### src/rtl/sound_event_arbiter.sv
`default_nettype none
// ============================================================================
//  Module      : sound_event_arbiter
//  Description : N-channel fixed-priority sound event arbiter for a tone
//                generator. Channel 0 has the highest priority. Each channel
//                has a fixed tone and duration. An optional silent gap
//                separates consecutive sounds.
//                Optional feature macro: SOUND_PENDING_EN. When defined,
//                requests that are not accepted are remembered and replayed
//                from idle.
//  Revision    : 1.0 - initial release
// ============================================================================
module sound_event_arbiter #(
  parameter int                     N_CH       = 4,
  parameter int                     TONE_W     = 4,
  parameter int                     DUR_W      = 24,
  parameter logic [N_CH*TONE_W-1:0] CH_TONES   = '0,
  parameter logic [N_CH*DUR_W-1:0]  CH_DURS    = {N_CH{DUR_W'(5000000)}},
  parameter int                     GAP_CYCLES = 0,
  localparam int                    CH_W       = (N_CH > 1) ? $clog2(N_CH) : 1
) (
  input  logic              clk,
  input  logic              reset,
  input  logic [N_CH-1:0]   event_req,
  input  logic              mute,
  output logic              sound_en,
  output logic [TONE_W-1:0] tone,
  output logic [CH_W-1:0]   active_ch,
  output logic              busy
);

  localparam logic [DUR_W-1:0] GAP_LOAD = (GAP_CYCLES > 0) ? DUR_W'(GAP_CYCLES - 1) : '0;

  typedef enum logic [1:0] {
    S_IDLE = 2'd0,
    S_PLAY = 2'd1,
    S_GAP  = 2'd2
  } state_t;

  state_t              state_q, state_d;
  logic [CH_W-1:0]     ch_q, ch_d;
  logic [DUR_W-1:0]    cnt_q, cnt_d;
  logic                sound_en_q, sound_en_d;
  logic [TONE_W-1:0]   tone_q, tone_d;
  logic [CH_W-1:0]     active_ch_q, active_ch_d;
  logic                busy_q, busy_d;
  logic [N_CH-1:0]     w_arb_vec;
  logic [CH_W-1:0]     w_win;

  // Counter load value for a channel; a zero duration still plays one cycle.
  function automatic logic [DUR_W-1:0] dur_load(input logic [CH_W-1:0] c);
    logic [DUR_W-1:0] d;
    d = CH_DURS[int'(c)*DUR_W +: DUR_W];
    return (d == '0) ? '0 : d - DUR_W'(1);
  endfunction

  function automatic logic [TONE_W-1:0] tone_of(input logic [CH_W-1:0] c);
    return CH_TONES[int'(c)*TONE_W +: TONE_W];
  endfunction

`ifdef SOUND_PENDING_EN
  logic [N_CH-1:0] pending_q, pending_d;
  logic [N_CH-1:0] w_accept;

  // Idle arbitration also sees remembered requests; play arbitration does not.
  assign w_arb_vec = (state_q == S_IDLE) ? (event_req | pending_q) : event_req;

  // One-hot of the channel that starts (or restarts) playing this cycle.
  always_comb begin
    w_accept = '0;
    if ((state_q == S_IDLE && (|w_arb_vec)) ||
        (state_q == S_PLAY && (|event_req) && (w_win <= ch_q))) begin
      w_accept = N_CH'(1) << w_win;
    end
  end

  // Unaccepted requests are remembered; a channel's bit clears when it starts.
  always_comb begin
    pending_d = (pending_q | (event_req & ~w_accept)) & ~w_accept;
  end

  // Pending request register.
  always_ff @(posedge clk) begin
    if (reset) begin
      pending_q <= '0;
    end else begin
      pending_q <= pending_d;
    end
  end
`else
  assign w_arb_vec = event_req;
`endif

  // Lowest set index wins.
  always_comb begin
    w_win = '0;
    for (int k = N_CH - 1; k >= 0; k--) begin
      if (w_arb_vec[k]) w_win = CH_W'(k);
    end
  end

  // Next-state logic and the values the output register will capture.
  always_comb begin
    state_d = state_q;
    ch_d    = ch_q;
    cnt_d   = cnt_q;
    case (state_q)
      S_IDLE: begin
        if (|w_arb_vec) begin
          state_d = S_PLAY;
          ch_d    = w_win;
          cnt_d   = dur_load(w_win);
        end
      end
      S_PLAY: begin
        if ((|event_req) && (w_win <= ch_q)) begin
          ch_d  = w_win;
          cnt_d = dur_load(w_win);
        end else if (cnt_q == '0) begin
          if (GAP_CYCLES > 0) begin
            state_d = S_GAP;
            cnt_d   = GAP_LOAD;
          end else begin
            state_d = S_IDLE;
          end
        end else begin
          cnt_d = cnt_q - DUR_W'(1);
        end
      end
      S_GAP: begin
        if (cnt_q == '0) begin
          state_d = S_IDLE;
        end else begin
          cnt_d = cnt_q - DUR_W'(1);
        end
      end
      default: begin
        state_d = S_IDLE;
        cnt_d   = '0;
      end
    endcase

    sound_en_d  = (state_d == S_PLAY) && !mute;
    tone_d      = sound_en_d ? tone_of(ch_d) : '0;
    active_ch_d = (state_d == S_PLAY) ? ch_d : '0;
    busy_d      = (state_d != S_IDLE);
  end

  // State, counter and registered outputs.
  always_ff @(posedge clk) begin
    if (reset) begin
      state_q     <= S_IDLE;
      ch_q        <= '0;
      cnt_q       <= '0;
      sound_en_q  <= 1'b0;
      tone_q      <= '0;
      active_ch_q <= '0;
      busy_q      <= 1'b0;
    end else begin
      state_q     <= state_d;
      ch_q        <= ch_d;
      cnt_q       <= cnt_d;
      sound_en_q  <= sound_en_d;
      tone_q      <= tone_d;
      active_ch_q <= active_ch_d;
      busy_q      <= busy_d;
    end
  end

  assign sound_en  = sound_en_q;
  assign tone      = tone_q;
  assign active_ch = active_ch_q;
  assign busy      = busy_q;

endmodule
`default_nettype wire
### config.mk
export PLATFORM = sky130hd
export DESIGN_NAME = sound_event_arbiter
export DESIGN_NICKNAME = d
export VERILOG_FILES = /design/src/rtl/sound_event_arbiter.sv
export SDC_FILE = /design/constraint.sdc
export NUM_CORES = 1
export LEC_CHECK = 0
export CORE_AREA = 2 2 73 75
export DETAILED_ROUTE_END_ITERATION = 10
export DIE_AREA = 0 0 75 77
export HOLD_SLACK_MARGIN = 0.03
export PLACE_DENSITY = 0.59
export RECOVER_POWER = 50
export SLEW_MARGIN = 30
export SYNTH_ARGS = -nofsm -noshare
export SYNTH_HDL_FRONTEND = slang
export SYNTH_SLANG_ARGS = --single-unit
export TNS_END_PERCENT = 100
### constraint.sdc
create_clock -name clk -period 2.35 [get_ports clk]
set_clock_uncertainty 0.2 [all_clocks]
set_input_delay 0.235 -clock clk [delete_from_list [all_inputs] [get_ports clk]]
set_output_delay 0.235 -clock clk [all_outputs]
set_load 0.1 [all_outputs]
==> impl_results.md <==
- Dpl ws: -0.335 ns
- Min-delay worst type: input pin to register
- Dpl cells: 345
- Post-synthesis cell type count: 50
- DR vias: 1929
- Final Util: 52.2%
- Cell repeated most along the worst path: or3_4
- Status: finished, violations left
- Max-Cap Viols: 0
- Design area: 2600 um^2
- Final nets: 302
- Hold Violations, Final: 0
- Kind of critical path: register to register
- Worst hold slack: 0.244 ns
- Asr flop ratio synth: 0%
- Synthesis-stage register bit count: 32
- Die Y: 77 um
- Drt via density: 5.31
- Sink Count: 32
- CP endpoint kind: register
- Layout area overhead: 48.6%
- Post-route clock period utilization: 101%
- Cell Area, Synth: 1750 um^2
- I/O Pins: 15
- Multi-input logic area: 1160 um^2
- WL/cell: 13.8 um
- Cell accounting for the most synthesized area: dfxtp_1
- GRT Overall Usage: 18.2%
- Dpl cell area: 2310 um^2
- Post-Route WL: 4.99 mm
- Ys flop type: dfxtp_1
- Gpl congestion: 0.822
- Layout cells sized above 1: 37.2%
- Antenna viol nets, final: 0
- Sequential area share after synthesis: 36.6%
- Rel. slew slack: 22.9%
- CP Cell Sequence: inv_2 -> ha_4 -> or3b_4 -> or3_4 -> or3_4 -> a22oi_2 -> or3_4 -> nand2b_1
- Post-synth EDFFs: 0
- CTS Root Cell: clkbuf_8
- Syn Inst Count: 219
- Power Density: 602 nW/um^2
- PortBufs: 10
- GRT Residual Overflow: 0
- Worst-Skew Late Latency: 0.29 ns
- N_diodes: 0
- Syn Area/Cell: 7.98 um^2
- Htree depth: 2
- CP required: 2.33 ns
- CTS buffer count: 5
- Global-route wire length before repair: 8.27 mm
- CP max stage delay: 0.40 ns
- Worst-Margin Slew: 1.16 ns
- Die ar.: 5780 um^2
- Row Count: 26
- Max Root-Sink Buffers: 2
- Pin count of the biggest net entering global routing: 11
- Arrival time at the worst endpoint: 2.35 ns
- Layout fillers: 505
- Initial Utilization: 35.1%
- WP buf/inv: 1
- Max Slew Vio Count: 0
- CTS Hold Bufs: 0
- Final worst slack: -0.0227 ns
- Final worst path period need: 2.37 ns
- TritonCTS clock tree: built
- Starting DRC count in detailed routing: 136
- Failing checks: negative setup slack
- Clk slew on worst S/H paths: 0.07 ns
- Max frequency: 421 MHz
- Family with the most delay on the worst path: simple AND/OR/NAND/NOR gates
- Synth top area share: 36.6%
- CP max stage cell: or3_4
- Final Setup Violations: 6
- Initial antenna violation count: 0
- Synth area leaders: dfxtp_1 37%, nor3_1 6.0%, nor2_1 4.7%, o21ai_0 4.6%, a21oi_1 3.7%
- CP Max Fanout: 6
- Vias in the first global route: 1835
- Post-DP HPWL: 3.46 mm
- First-pass DRT Iterations: 4
- Worst setup SP type: register
- Core Area: 4980 um^2
- Residual DRC: 0
- Register area: 643 um^2
- Die X-Extent: 75 um
- Leak: 0.00107 uW
- Layout Cells excl Fill: 363
- YS warnings: 0
- Unrepaired setup endpoints after global routing: yes
- Max IR drop VDD: 0.000395 V
[flip-flops by register name, indices dropped and copies added, names as in the netlist]
name       cells
sound_en       1
cnt_q         24
active_ch      2
busy           1
ch_q           2
state_q        2
[metrics by stage]
| stage | total power (uW) | setup TNS, ns |
|---|---|---|
| after floorplan | 894 | -1.81 |
| after global placement | 1070 | -5.77 |
| after global routing | 1640 | -1.13 |
| after CTS | 1540 | -0.0695 |
| after detailed placement | 1070 | -6.62 |
| final | 1560 | -0.0521 |
[placed cells by master (no fill, tap or decap), types with 3 or more instances in the layout]
cell type / Yosys / routed
o211ai_1: 3 / 3
o21ai_1: 0 / 6
nand3_1: 7 / 7
conb_1: 1 / 4
clkbuf_1: 5 / 4
or3_4: 1 / 3
o31ai_1: 8 / 7
nor4_1: 9 / 5
nor3_2: 1 / 5
clkbuf_8: 0 / 6
o21ai_2: 0 / 3
nand2_1: 11 / 11
buf_6: 0 / 3
dfxtp_1: 32 / 30
inv_1: 8 / 6
xnor2_1: 3 / 3
buf_4: 4 / 62
nand2b_1: 4 / 4
o21ai_0: 16 / 7
nor4_2: 1 / 5
a21oi_1: 13 / 10
nor2_1: 22 / 20
a21oi_2: 0 / 3
and3_1: 3 / 3
nor3_1: 21 / 16
[repair_timing]
| action | 4_1_cts | 5_1_grt |
|---|---|---|
| cloned | 1 | 0 |
| endpoints found under the setup margin | 24 | 31 |
| buffers inserted | 3 | 6 |
| gates resized for setup | 18 | 26 |
| pin swaps | 12 | 19 |
[kinds of logic after synthesis]
group | after synthesis | synth area share (%)
fa+ha+maj | 4 | 2.72
flops | 32 | 36.6
mux | 1 | 0.573
simple gates | 94 | 28.8
compound gates | 60 | 22.7
other cells | 1 | 0.215
xor+xnor | 5 | 2.51
buf+inv | 22 | 5.87
[worst paths after layout]
path | slack, ns | endpoint | start | cells past startpoint
max | -0.02 | busy$_SDFF_PP0_ | cnt_q[1]$_SDFFE_PP0P_ | 8
min | 0.24 | sound_en$_SDFF_PP0_ | mute | 2
max reg2reg | -0.02 | busy$_SDFF_PP0_ | cnt_q[1]$_SDFFE_PP0P_ | 8
min reg2reg | 0.28 | cnt_q[23]$_SDFFE_PP0P_ | cnt_q[23]$_SDFFE_PP0P_ | 2
[area by class of cell]
type / count / area share [%]
Sequential cell: 32 / 24.8
Multi-Input combinational cell: 168 / 44.6
Inverter: 8 / 1.16
Clock inverter: 2 / 0.385
Timing Repair Buffer: 77 / 22.6
Clock buffer: 6 / 3.18
Tap cell: 70 / 3.37
[report_power, final]
part           internal, uW  switching (uW)  total [uW]
Combinational           211             277         487
Sequential              586            36.7         623
Clock                   234             220         454
[per-layer routing]
metal,GRT usage (%),share of wire [%],vias up
met5,0,0,-
met4,5.71,2.4,0
met3,4.07,5.7,12
met2,29.0,49,57
met1,23.9,43,896
li1,-,-,964
[Yosys cell counts (3+ instances only)]
cell,number
nor4_1,9
o31ai_1,8
or3_1,3
inv_1,8
nor3_1,21
a311oi_1,3
dfxtp_1,32
o21ai_0,16
buf_4,4
clkbuf_1,5
a21oi_1,13
buf_2,4
nand3_1,7
o211ai_1,3
nand2b_1,4
and3_1,3
ha_1,3
nor2_1,22
nand2_1,11
xnor2_1,3
Power figures use the tool's default switching activity.
